`src/rtl/uart_rx_mmio.sv`:
```
// UART receiver with a small receive FIFO and a memory-mapped CPU read port.
// The serial line is oversampled 16x. Each received byte is pushed into the FIFO.
// The CPU reads the byte at DATA_ADDR and reads the status byte at STAT_ADDR.
module uart_rx_mmio #(
    parameter logic [10:0] DATA_ADDR  = 11'd102,
    parameter logic [10:0] STAT_ADDR  = 11'd103,
    parameter int          FIFO_DEPTH = 4
) (
    input  logic        clk,
    input  logic        reset,
    input  logic        rxclk_en,
    input  logic        rx,
    input  logic [10:0] m_addr,
    input  logic        m_rd,
    input  logic        m_en,
    output logic [7:0]  rd_data,
    output logic        rd_hit,
    output logic        rx_irq
);

    localparam int AW = $clog2(FIFO_DEPTH);
    localparam logic [AW:0] FULL_COUNT = (AW+1)'(FIFO_DEPTH);
    localparam logic [AW:0] ONE_COUNT  = (AW+1)'(1);
    localparam logic [AW-1:0] ONE_PTR  = AW'(1);

    typedef enum logic [1:0] {IDLE, START, DATA, STOP} state_t;

    logic          r_rxMeta;
    logic          r_rxSync;
    state_t        r_state;
    logic [3:0]    r_tick;
    logic [2:0]    r_bitCnt;
    logic [7:0]    r_shift;
    logic [7:0]    r_mem [FIFO_DEPTH];
    logic [AW-1:0] r_wrPtr;
    logic [AW-1:0] r_rdPtr;
    logic [AW:0]   r_count;
    logic          r_overrun;
    logic          r_frameErr;

    logic       w_frameDone;
    logic       w_stopOk;
    logic       w_stopBad;
    logic       w_dataSel;
    logic       w_statSel;
    logic       w_rdHit;
    logic       w_empty;
    logic       w_full;
    logic       w_pop;
    logic       w_push;
    logic       w_overrunSet;
    logic       w_statRead;
    logic [7:0] w_status;

    // The stop bit is sampled on the last tick of STOP. Push and error decisions are made on that same edge.
    assign w_frameDone  = (r_state == STOP) && rxclk_en && (r_tick == 4'd15);
    assign w_stopOk     = w_frameDone && r_rxSync;
    assign w_stopBad    = w_frameDone && !r_rxSync;
    assign w_dataSel    = (m_addr == DATA_ADDR);
    assign w_statSel    = (m_addr == STAT_ADDR);
    assign w_rdHit      = (w_dataSel || w_statSel) && m_rd && m_en;
    assign w_empty      = (r_count == '0);
    assign w_full       = (r_count == FULL_COUNT);
    assign w_pop        = w_rdHit && w_dataSel && !w_empty;
    assign w_push       = w_stopOk && (!w_full || w_pop);
    assign w_overrunSet = w_stopOk && w_full && !w_pop;
    assign w_statRead   = w_rdHit && w_statSel;
    assign w_status     = {5'b0, r_overrun, r_frameErr, !w_empty};

    assign rd_hit = w_rdHit;
    assign rx_irq = !w_empty;

    // Select read data from the address decode. An unaddressed bus or an empty FIFO reads as zero.
    always_comb begin
        rd_data = 8'h00;
        if (w_rdHit) begin
            if (w_dataSel) begin
                rd_data = w_empty ? 8'h00 : r_mem[r_rdPtr];
            end else begin
                rd_data = w_status;
            end
        end
    end

    // Two-flop synchronizer for the asynchronous line. It resets to the idle-high level.
    always_ff @(posedge clk) begin
        if (reset) begin
            r_rxMeta <= 1'b1;
            r_rxSync <= 1'b1;
        end else begin
            r_rxMeta <= rx;
            r_rxSync <= r_rxMeta;
        end
    end

    // Receive FSM. The start bit is checked mid-bit, and each data bit is then sampled every 16 ticks.
    always_ff @(posedge clk) begin
        if (reset) begin
            r_state  <= IDLE;
            r_tick   <= 4'd0;
            r_bitCnt <= 3'd0;
            r_shift  <= 8'h00;
        end else if (rxclk_en) begin
            case (r_state)
                IDLE: begin
                    if (!r_rxSync) begin
                        r_state <= START;
                        r_tick  <= 4'd0;
                    end
                end
                START: begin
                    if (r_tick == 4'd7) begin
                        if (!r_rxSync) begin
                            r_state  <= DATA;
                            r_tick   <= 4'd0;
                            r_bitCnt <= 3'd0;
                        end else begin
                            r_state <= IDLE;
                        end
                    end else begin
                        r_tick <= r_tick + 4'd1;
                    end
                end
                DATA: begin
                    if (r_tick == 4'd15) begin
                        r_shift <= {r_rxSync, r_shift[7:1]};
                        r_tick  <= 4'd0;
                        if (r_bitCnt == 3'd7) begin
                            r_state <= STOP;
                        end else begin
                            r_bitCnt <= r_bitCnt + 3'd1;
                        end
                    end else begin
                        r_tick <= r_tick + 4'd1;
                    end
                end
                STOP: begin
                    if (r_tick == 4'd15) begin
                        r_state <= IDLE;
                        r_tick  <= 4'd0;
                    end else begin
                        r_tick <= r_tick + 4'd1;
                    end
                end
                default: r_state <= IDLE;
            endcase
        end
    end

    // FIFO storage. It is written only on a push, so it needs no reset.
    always_ff @(posedge clk) begin
        if (w_push) begin
            r_mem[r_wrPtr] <= r_shift;
        end
    end

    // FIFO pointers and occupancy. A simultaneous push and pop leave the count unchanged.
    always_ff @(posedge clk) begin
        if (reset) begin
            r_wrPtr <= '0;
            r_rdPtr <= '0;
            r_count <= '0;
        end else begin
            if (w_push) begin
                r_wrPtr <= r_wrPtr + ONE_PTR;
            end
            if (w_pop) begin
                r_rdPtr <= r_rdPtr + ONE_PTR;
            end
            case ({w_push, w_pop})
                2'b10:   r_count <= r_count + ONE_COUNT;
                2'b01:   r_count <= r_count - ONE_COUNT;
                default: r_count <= r_count;
            endcase
        end
    end

    // Sticky error flags. A status read clears them, but a new error on the same edge still sets them.
    always_ff @(posedge clk) begin
        if (reset) begin
            r_overrun  <= 1'b0;
            r_frameErr <= 1'b0;
        end else begin
            r_overrun  <= w_overrunSet || (r_overrun && !w_statRead);
            r_frameErr <= w_stopBad || (r_frameErr && !w_statRead);
        end
    end

endmodule
```
`config.mk`:
```
export PLATFORM = sky130hd
export DESIGN_NAME = uart_rx_mmio
export DESIGN_NICKNAME = d
export VERILOG_FILES = /design/src/rtl/uart_rx_mmio.sv
export SDC_FILE = /design/constraint.sdc
export NUM_CORES = 1
export LEC_CHECK = 0
export ABC_AREA = 1
export ABC_CLOCK_PERIOD_IN_PS = 5950
export CELL_PAD_IN_SITES_DETAIL_PLACEMENT = 0
export CELL_PAD_IN_SITES_GLOBAL_PLACEMENT = 1
export CORE_AREA = 2 2 80 82
export CTS_CLUSTER_SIZE = 25
export DETAILED_ROUTE_END_ITERATION = 8
export DIE_AREA = 0 0 82 84
export GPL_TIMING_DRIVEN = 0
export PLACE_DENSITY = 0.84
export SYNTH_ARGS = -nofsm -noshare
export SYNTH_HDL_FRONTEND = slang
export SYNTH_SLANG_ARGS = --single-unit
```
`constraint.sdc`:
```
create_clock -name clk -period 5.95 [get_ports clk]
set_clock_uncertainty 0.15 [all_clocks]
set_input_delay 1.785 -clock clk [delete_from_list [all_inputs] [get_ports clk]]
set_output_delay 1.785 -clock clk [all_outputs]
set_load 0.02 [all_outputs]
```
==> run summary, run 1 <==
Initial antenna violation count - 0
Final WS setup - 0.375 ns
Worst hold margin - 0.254 ns
Shortest clock period the worst path allows after layout - 5.57 ns
Endpoints failing hold - 0
Sequential cell area fraction in the yosys report - 56.5%
Hold/Removal Path Class - flop to flop
Synthesized area - 2760 um2
Fraction of power consumed by the clock network - 43.5%
Full die area - 6890 um2
Buffer levels on the longest clock path - 2
DPL Wire Length - 3550 um
Number of synthesized register bits - 62
Via count of the first global-routing pass - 1880
Die W - 82 um
Synth Warn # - 0
Most frequent cell on the critical path - sky130_fd_sc_hd__clkdlybuf4s50_1
Areal power density over the cells - 253 nW/um2
Master cell of the clock root buffer - sky130_fd_sc_hd__clkbuf_8
Total stage count of the critical path - 7
Main combinational cell family by area after synthesis - simple AND/OR/NAND/NOR gates
Antenna diodes - 0
Post-layout nets - 363
Post-CTS Resized - 0
Rows - 29
Inserted Clock Buffers - 9
End of the worst register-to-register path - r_mem[3][5]
Initial Util - 45.3%
Yosys top cell by area - sky130_fd_sc_hd__edfxtp_1
Dominant cell by count in the synthesized netlist - sky130_fd_sc_hd__nor2_1
Crit path max-delay cell type - sky130_fd_sc_hd__clkdlybuf4s50_1
Setup slack on the worst flop-to-flop path - 3.58 ns
Post-synthesis share of cell area spent on xor and xnor gates - 0.317%
Leading post-synthesis cells by cell area - sky130_fd_sc_hd__edfxtp_1 (35%), sky130_fd_sc_hd__dfxtp_1 (22%), sky130_fd_sc_hd__nor2_1 (8.3%)
Num Clock Sinks - 62
Worst EP required - 4.01 ns
Overall routed net length - 5160 um
Setup-violating endpoint count in the final report - 0
Pre-CTS setup slack - 0.340 ns
Top cells by instance count after synthesis - sky130_fd_sc_hd__nor2_1 (61), sky130_fd_sc_hd__o21ai_0 (33), sky130_fd_sc_hd__edfxtp_1 (32), sky130_fd_sc_hd__inv_1 (32), sky130_fd_sc_hd__dfxtp_1 (30)
Cell type group with the largest total delay on the critical path - buffers and inverters
Register clock-pin slew on the reported worst setup and hold paths - 0.07 ns
Endpoint, Worst Hold - r_rxSync
Adder and majority cell fraction of the synthesized area - 3.90%
Via count normalized by instance count - 4.90
Share of synthesized cell area in and, or, nand and nor gates - 20.4%
Longest individual stage delay on the worst path - 0.63 ns
RR Startpoint - r_tick[1]
# port buffers - 26
Power share of the sequential group - 53.3%
Category of the worst setup path launch point - input port
Residual antenna-violating net count after detailed routing - 0
Worst voltage drop across the vdd grid - 0.170 mV
I/O Pins - 27
Met3 track utilization from global routing - 3.57%
Area inside the core boundary - 6100 um2
Critical path endpoint category - output pin
Total negative slack for setup checks - 0 ns
Count of cells along the worst register-to-register path - 7
Leakage power figure - 1.22 nW
Part of the power in combinational logic - 3.2%
Normalized max-slew margin - 44.9%
Pin count of the biggest net entering global routing - 13
Met1 routing resource usage after global routing - 22.7%
Cells along the critical path - clkdlybuf4s50_1, nor2_1, nand2_1, nor2_4, nand4_4, a21oi_1, clkdlybuf4s50_1
Proportion of synthesized area in mux cells - 0%
Avg Inst Size Synth - 9.17 um2
Top-area cell type share of the netlist area - 34.8%
Area growth from synthesis to final layout - 20.1%
Compound-gate portion of the synthesized area - 12.6%
Wirelength per Cell - 12.3 um
Detailed-router iteration count before antenna repair - 4
Hold wc startpoint - r_rxMeta
Met2 Track Usage GR - 24.2%
Y dimension of the die - 84 um
Hold path depth - 1
Number of DRC markers in iteration 0 - 134
Clock latency at the later pin of the worst-skew pair - 0.34 ns
Number of enable flip-flop cells after synthesis - 32
Number of buffers added to fix hold violations after cts - 0
Tcrit/Tclk final - 93.7%
Data arrival time of the critical path - 3.64 ns
DRC violation count after routing - 0
Maximum clock rate - 179 MHz
Critical Path Fanout Max - 9
Finished Core Util - 54.4%
Total grt overflow - 0
CTS tree - yes
Share of flip-flops with an asynchronous set or reset - 0%
Result of the run - finished clean
Max-cap check violation count - 0
Switching power of the nets - 0.000184 W
Post-Syn Nets - 326
Vias post-DR - 2058
Type of the setup path with the least slack - input port to output pin
Share of layout cells above drive strength 1 - 12.0%
Area of placed instances - 3120 um2
Internal Pwr Total - 0.000654 W
Buf+Inv Stages, Crit Path - 2
Cell count after synthesis - 301
First-pass GRT wire length - 8560 um
Tot GR Track Use - 16.7%
RSZ-0062 raised after global routing - no
Fraction of power spent switching nets - 22.0%
Final Max Tran Viols - 0
Distinct cells, synth - 31
Final RePlAce weighted congestion - 0.750
Number of buffers inserted to repair setup after CTS - 0
Flip-flop cell with the highest count after synthesis - sky130_fd_sc_hd__edfxtp_1
Most Crowded Layer GR - met2
Final instance area - 3320 um2
Slew at the pin with the worst max-slew slack - 0.823 ns
Total number of H-tree levels - 3
[worst register-to-register path, cell delays in order (launching register included)]
cell and delay [ns]:
sky130_fd_sc_hd__dfxtp_1 0.37, sky130_fd_sc_hd__ha_1 0.22, sky130_fd_sc_hd__nand2_2 0.08, sky130_fd_sc_hd__nor2_2 0.13
sky130_fd_sc_hd__nand3_2 0.10, sky130_fd_sc_hd__nor2_4 0.16, sky130_fd_sc_hd__nand2_2 0.14, sky130_fd_sc_hd__nor2_1 0.65
[placed cells by master (no fill, tap or decap), drive strengths merged]
master	instances
a21oi	20
a22oi	3
buf	2
bufinv	1
clkbuf	13
clkdlybuf4s50	26
clkinv	6
clkinvlp	1
dfxtp	30
edfxtp	32
fa	1
ha	7
inv	36
nand2	32
nand3	14
nand4	4
nor2	67
nor3	3
o211a	1
o21ai	36
o22ai	4
o31ai	1
or2	2
xnor2	1
[area by class of cell]
class	instances	area (um2)
Fill cell	551	2780
Tap cell	77	96.3
Multi-Input combinational cell	196	1030
Clock inverter	7	73.8
Sequential cell	62	1560
Inverter	37	145
Timing Repair Buffer	26	260
Buffer	6	25.0
Clock buffer	9	124
[per-stage QoR]
stage               cells  total power (W)
floorplan             301         0.000469
global placement      404         0.000483
detailed placement    404         0.000483
CTS                   420         0.000845
global route          420         0.000870
finish                420         0.000838
[power by group through the flow]
| stage | Sequential (W) | Combinational, W | Clock, W |
|---|---|---|---|
| final | 0.000447 | 0.0000266 | 0.000365 |
| after global routing | 0.000447 | 0.0000300 | 0.000393 |
| after CTS | 0.000447 | 0.0000269 | 0.000371 |
| after detailed placement | 0.000457 | 0.0000269 | 0 |
| after global placement | 0.000457 | 0.0000266 | 0 |
| after floorplan | 0.000456 | 0.0000125 | 0 |
[how the worst max path moves through the flow]
stage	startpoint	to	slack [ns]
after floorplan	m_addr[9]	rd_data[0]	1.17
after global placement	m_addr[2]	rd_data[7]	0.38
after detailed placement	m_addr[9]	rd_data[7]	0.34
after CTS	m_addr[9]	rd_data[7]	0.33
after global routing	m_addr[9]	rd_data[1]	0.25
final	m_addr[9]	rd_data[7]	0.38
[per-layer routing]
| layer | wire length (um) | share of wire, % |
|---|---|---|
| met1 | 2450 | 48 |
| met2 | 2390 | 46 |
| met3 | 198 | 3.8 |
| met4 | 116 | 2.3 |
| met5 | 0 | 0 |
[state kept, by name, indices dropped and copies added, names as in the netlist, named ones only]
register and count:
r_bitCnt 3, r_count 3, r_frameErr 1, r_mem 32, r_overrun 1, r_rdPtr 2
r_rxMeta 1, r_rxSync 1, r_shift 8, r_state 1, r_tick 4, r_wrPtr 2
[logic make-up (layout without fill, tap and decap cells)]
group                      after synthesis  after routing
DFF                                     62             62
xor gates and xnor gates                 1              1
adders and majority gates                8              8
buffers and inverters                   43             85
and+or+nand+nor                        122            122
AOI/OAI and AO/OA                       65             65
Note: power is estimated with default switching activity, not from simulation.
==> run 2, diff against run 1 <==
- SKIP_CTS_REPAIR_TIMING: unset -> 1
==> results of run 2 <==
No change in the layout: final DEF, timing and power equal those of run 1.
